<file path="src/rtl/vga_timing_gen.sv">
// vga_timing_gen: parametrised VGA raster timing generator with
// pixel ce, frame counter and latency-matched sync/blank/strobes.
module vga_timing_gen #(
  parameter int H_DISPLAY = 640,
  parameter int H_FRONT   = 16,
  parameter int H_SYNC    = 96,
  parameter int H_BACK    = 48,
  parameter int V_DISPLAY = 480,
  parameter int V_FRONT   = 10,
  parameter int V_SYNC    = 2,
  parameter int V_BACK    = 33,
  parameter bit HSYNC_POL = 1'b0,
  parameter bit VSYNC_POL = 1'b0,
  parameter int PIPE      = 1,
  parameter int FRAME_W   = 12
) (
  input  logic               clk,
  input  logic               rst_n,
  input  logic               ce,
  output logic [9:0]         hpos,
  output logic [9:0]         vpos,
  output logic               hsync,
  output logic               vsync,
  output logic               display_on,
  output logic               line_start,
  output logic               frame_start,
  output logic [FRAME_W-1:0] frame_cnt
);

  localparam int H_TOTAL = H_DISPLAY + H_FRONT + H_SYNC + H_BACK;
  localparam int V_TOTAL = V_DISPLAY + V_FRONT + V_SYNC + V_BACK;

  if (PIPE < 1 || PIPE > 4) begin : g_bad_pipe
    $fatal(1, "vga_timing_gen: PIPE must be 1..4");
  end
  if (H_TOTAL > 1024 || V_TOTAL > 1024) begin : g_bad_total
    $fatal(1, "vga_timing_gen: H_TOTAL/V_TOTAL exceed 1024");
  end

  localparam logic [9:0] H_LAST = 10'(H_TOTAL - 1);
  localparam logic [9:0] V_LAST = 10'(V_TOTAL - 1);
  localparam logic [9:0] H_VIS  = 10'(H_DISPLAY);
  localparam logic [9:0] V_VIS  = 10'(V_DISPLAY);
  localparam logic [9:0] HS_LO  = 10'(H_DISPLAY + H_FRONT);
  localparam logic [9:0] HS_HI  = 10'(H_DISPLAY + H_FRONT + H_SYNC - 1);
  localparam logic [9:0] VS_LO  = 10'(V_DISPLAY + V_FRONT);
  localparam logic [9:0] VS_HI  = 10'(V_DISPLAY + V_FRONT + V_SYNC - 1);

  typedef struct packed {
    logic hs;
    logic vs;
    logic vis;
    logic ls;
    logic fs;
  } tag_t;

  logic h_wrap;
  logic v_wrap;
  tag_t tag;
  tag_t tag_d;
  tag_t pipe_q [PIPE];
  logic shifted;

  assign h_wrap = (hpos == H_LAST);
  assign v_wrap = (vpos == V_LAST);

  always_ff @(posedge clk) begin
    if (!rst_n) begin
      hpos      <= '0;
      vpos      <= '0;
      frame_cnt <= '0;
    end else if (ce) begin
      hpos <= h_wrap ? 10'd0 : hpos + 10'd1;
      if (h_wrap) begin
        vpos <= v_wrap ? 10'd0 : vpos + 10'd1;
        if (v_wrap) frame_cnt <= frame_cnt + FRAME_W'(1);
      end
    end
  end

  always_comb begin
    tag     = '0;
    tag.hs  = (hpos >= HS_LO) && (hpos <= HS_HI);
    tag.vs  = (vpos >= VS_LO) && (vpos <= VS_HI);
    tag.vis = (hpos < H_VIS) && (vpos < V_VIS);
    tag.ls  = (hpos == 10'd0);
    tag.fs  = (hpos == 10'd0) && (vpos == 10'd0);
  end

  // An all-zero tag decodes to inactive sync, blank and no strobes.
  always_ff @(posedge clk) begin
    if (!rst_n) begin
      for (int i = 0; i < PIPE; i++) pipe_q[i] <= '0;
      shifted <= 1'b0;
    end else begin
      shifted <= ce;
      if (ce) begin
        pipe_q[0] <= tag;
        for (int i = 1; i < PIPE; i++) pipe_q[i] <= pipe_q[i-1];
      end
    end
  end

  assign tag_d = pipe_q[PIPE-1];

  assign hsync       = tag_d.hs ? HSYNC_POL : ~HSYNC_POL;
  assign vsync       = tag_d.vs ? VSYNC_POL : ~VSYNC_POL;
  assign display_on  = tag_d.vis;
  // Gating with shifted keeps strobes one clk wide under sparse ce.
  assign line_start  = tag_d.ls && shifted;
  assign frame_start = tag_d.fs && shifted;

endmodule

</file>
<file path="config.mk">
export PLATFORM = sky130hd
export DESIGN_NAME = vga_timing_gen
export DESIGN_NICKNAME = d
export VERILOG_FILES = /design/src/rtl/vga_timing_gen.sv
export SDC_FILE = /design/constraint.sdc
export NUM_CORES = 1
export LEC_CHECK = 0
export BUFFER_PORTS_ARGS = -buffer_cell sky130_fd_sc_hd__buf_2
export CAP_MARGIN = 20
export CORE_UTILIZATION = 45
export CTS_CLUSTER_DIAMETER = 150
export DETAILED_ROUTE_END_ITERATION = 12
export PLACE_DENSITY = 0.69
export REMOVE_ABC_BUFFERS = 1
export SLEW_MARGIN = 0
export SYNTH_ARGS = -nofsm -noshare
export SYNTH_HDL_FRONTEND = slang
export SYNTH_SLANG_ARGS = --single-unit
</file>
<file path="constraint.sdc">
create_clock -name clk -period 3.4 [get_ports clk]
set_input_delay 0.34 -clock clk [delete_from_list [all_inputs] [get_ports clk]]
set_output_delay 0.34 -clock clk [all_outputs]
set_load 0.05 [all_outputs]
</file>
==> metrics.md <==
| Metric | Value |
|---|---|
| GRT overflow | 0 |
| PD cells | 377 mW/mm^2 |
| # clock sinks | 38 |
| Netlist cell types | 40 |
| EDFF count, synth | 5 |
| Share of layout cells above drive strength 1 | between 20% and 30% |
| Root Driver | clkbuf_8 |
| Effective utilization at floorplan | about 47% |
| Post-route ant nets | 0 |
| Post-layout util | between 50% and 60% |
| Sequential area share after synthesis | between 40% and 50% |
| Post-Route WL | slightly below 4 mm |
| Iteration-0 DRC Markers | 100 |
| Largest net degree at the start of global routing | 17 |
| Synth top cells by count | 33 x dfxtp_1, 20 x nor2_1, 17 x nand2_1, 15 x nand3_1, 13 x inv_1 |
| Fin crit period | 2.36 ns |
| Placer's final routability congestion estimate | around 0.79 |
| Buffer and inverter count on the worst path | 0 |
| Final Instance Area | roughly 0.0022 sq mm |
| Synth warn | 0 |
| Core area | 0.00403 sq mm |
| Int Pwr | between 0.6 and 0.7 mW |
| GR Util met3 | just over 5% |
| Peak Freq | between 400 and 500 MHz |
| Startpoint Class | flop |
| Via/cell ratio | 5.37 |
| Slowest cell delay on critical path | 0.65 ns |
| Dpl cell area | between 0.002 and 0.0025 sq mm |
| Crit end category | flop |
| Cts hold-fix bufs | 0 |
| Synthesized flop and latch total | 38 |
| Syn Area/Cell | about 9 sq um |
| Num rows | 23 |
| Setup tns final | 0 ns |
| Worst setup path category | reg2reg |
| Initial antenna violation count | 0 |
| Main combinational cell family by area after synthesis | simple AND/OR/NAND/NOR gates |
| Top cell type by total area after synthesis | dfxtp_1 |
| Count leader, synth | dfxtp_1 |
| Worst path top cell family by delay | simple AND/OR/NAND/NOR gates |
| Area contributors post-synth | dfxtp_1 35%, edfxtp_1 7.9%, ha_1 3.9%, nand3_1 3.9%, nor2_1 3.9% |
| Status | completed |
| Synth Area in Compound Gates | around 7.8% |
| CTS tree | built |
| Sequential power share | roughly 56% |
| XOR/XNOR Fraction of Synth Area | between 5 and 6% |
| Slew Limit Fails | 0 |
| Multiplexer share of the synthesized area | ~3.8% |
| Slew @ Worst Pin | approximately 0.70 ns |
| RSZ-0062 raised after global routing | no |
| Maximum capacitance violations | 0 |
| Setup repair bufs after CTS | 0 |
| Launching point of the worst reg2reg path | hpos[1] |
| VDD IR max | approximately 0.22 mV |
| Final Hold Vio Count | 0 |
| Leakage power | about 0.93 nW |
| Post-Synthesis Cell Area | around 0.0019 sq mm |
| Hold Path Class | in2reg |
| Gate power share | between 5 and 6% |
| Vias | between 1500 and 2000 |
| Worst Skew | 0.00793 ns |
| Cell chain of the critical path | ha_1 > nand4_1 > or3_1 > or4_1 > a21oi_1 |
| Arrival @ worst endpoint | approximately 2.6 ns |
| Cells after synthesis | roughly 220 |
| Met2 usage | between 20 and 30% |
| Nets@finish | between 200 and 300 |
| Critical Path Fanout Max | 12 |
| Vias in the first global route | 1356 |
| Port Buffer Count | 39 |
| Adder-Cell Fraction of Synth Area | roughly 3.9% |
| Grt met1 use | ~25% |
| Finish-stage setup viols | 0 |
| Clock power share | a little under two fifths |
| Critical path depth | 5 |
| Reg2Reg Depth | 5 |
| Cts repair resizes | 0 |
| Residual DRC | 0 |
| Area Growth Syn to Fin | 15.9% |
| CP Data Required Time | approximately 3.6 ns |
| Synth Flop Type | dfxtp_1 |
| Synth Area in Simple Gates | 30.8% |
| FFs w/ async S/R, synth | 0% |
| Psw | ~0.19 mW |
| CP endpoint | frame_cnt[2] |
| Reg-to-reg slack, setup | between 1 and 1.5 ns |
| HPWL Detailed | 2.79 mm |
| Vert. Die Dim | ~67 microns |
| Max-Slew Margin vs Limit | between 50% and 60% |
| Clock transition at path regs | about 0.070 ns |
| GR peak layer | met2 |
| Max Buffers Root-to-Sink | 2 |
| First-pass GRT wire length | 6.31 mm |
| Number of diodes | 0 |
| H-tree depth | 2 |
| Max stage delay cell, worst path | or3_1 |
| DRT Pass-1 Iters | 4 |
| Post-DR wirelength/cell | 12.8 microns |
| Sw frac | about a quarter |
| Tot Pwr | around 0.83 mW |
| Global Route Usage Sum | 19.0% |
| Num CTS Buffers | 5 |
| Crit path from | hpos[1] |
| Top-area cell type share of the netlist area | about a third |
| Die area | around 0.0045 sq mm |
| Worst skew pair latency | 0.29 ns |
| Final Cycle Share | about 69% |
| Die width | approximately 67 microns |
| Reg2reg end | frame_cnt[2] |
| IO Pins | 40 |
| Hold slack | between 0.4 and 0.5 ns |
[worst register-to-register path, cell delays in order, from the launching register on]
cell	delay, ns
dfxtp_1	0.39
ha_1	0.21
nand4_1	0.44
or3_1	0.66
or4_1	0.45
a21oi_1	0.15
[worst min path at each step]
stage,cells after the start,to,slack (ns),startpoint
2_1_floorplan,2,frame_cnt[10],0.49,rst_n
3_3_place_gp,2,frame_cnt[11],0.46,frame_cnt[11]
3_5_place_dp,2,frame_cnt[11],0.47,frame_cnt[11]
4_1_cts,4,hpos[2],0.41,ce
5_1_grt,4,hpos[2],0.43,ce
6_report,4,hpos[2],0.41,ce
[power by group through the flow]
stage          Sequential, mW  Combinational, mW  Clock, mW
6_report                0.465             0.0491      0.318
5_1_grt                 0.466             0.0530      0.345
4_1_cts                 0.465             0.0491      0.326
3_5_place_dp            0.475             0.0488          0
3_3_place_gp            0.475             0.0481          0
2_1_floorplan           0.486             0.0234          0
[stage by stage]
| stage | instances | worst slack (ns) |
|---|---|---|
| 4_1_cts | 303 | 1.05 |
| 3_5_place_dp | 295 | 1.08 |
| 6_report | 303 | 1.04 |
| 2_1_floorplan | 206 | 0.918 |
| 3_3_place_gp | 295 | 1.14 |
| 5_1_grt | 303 | 0.899 |
[registers in the layout, indices dropped and copies added, names as in the netlist]
register / cells
frame_cnt: 12
hpos: 10
pipe_q: 5
shifted: 1
vpos: 10
[kinds of logic (layout without fill, tap and decap cells)]
family	after synthesis	after routing
AO/OA/AOI/OAI	25	25
XOR/XNOR	13	13
adder cells (fa/ha/maj)	6	6
buffers and inverters	23	60
flip-flops	38	38
multiplexers	7	7
AND/OR/NAND/NOR	104	104
[area by class of cell]
| type | count | area, sq um |
|---|---|---|
| Fill cell | 392 | 1830 |
| Multi-Input combinational cell | 155 | 995 |
| Sequential cell | 38 | 811 |
| Timing Repair Buffer | 39 | 195 |
| Clock buffer | 7 | 86.3 |
| Tap cell | 50 | 62.6 |
| Inverter | 13 | 48.8 |
| Clock inverter | 1 | 5.00 |
[metal layers]
metal / vias up / routed length (microns)
li1: 846 / -
met4: 0 / 69
met2: 47 / 1760
met5: - / 0
met1: 726 / 1830
met3: 9 / 226
[cells in the final DEF (no fill, tap or decap), types with 2 or more instances in the layout]
master / instances
clkbuf_8: 6
or3_1: 5
nand2b_1: 6
nand3_1: 15
and3_1: 3
and4_1: 5
xnor2_1: 6
nor2_1: 20
inv_1: 13
o21ai_0: 6
nand2_1: 17
and2_1: 2
ha_1: 6
or4b_1: 2
edfxtp_1: 5
o31ai_1: 2
nand4_1: 8
mux2i_1: 6
o41ai_1: 2
nor3_1: 4
a21oi_1: 12
or4_4: 2
dfxtp_1: 33
buf_2: 39
xor2_1: 7
nor4_1: 6
nor2b_1: 2
No activity file was read; power rests on OpenSTA's default activity.
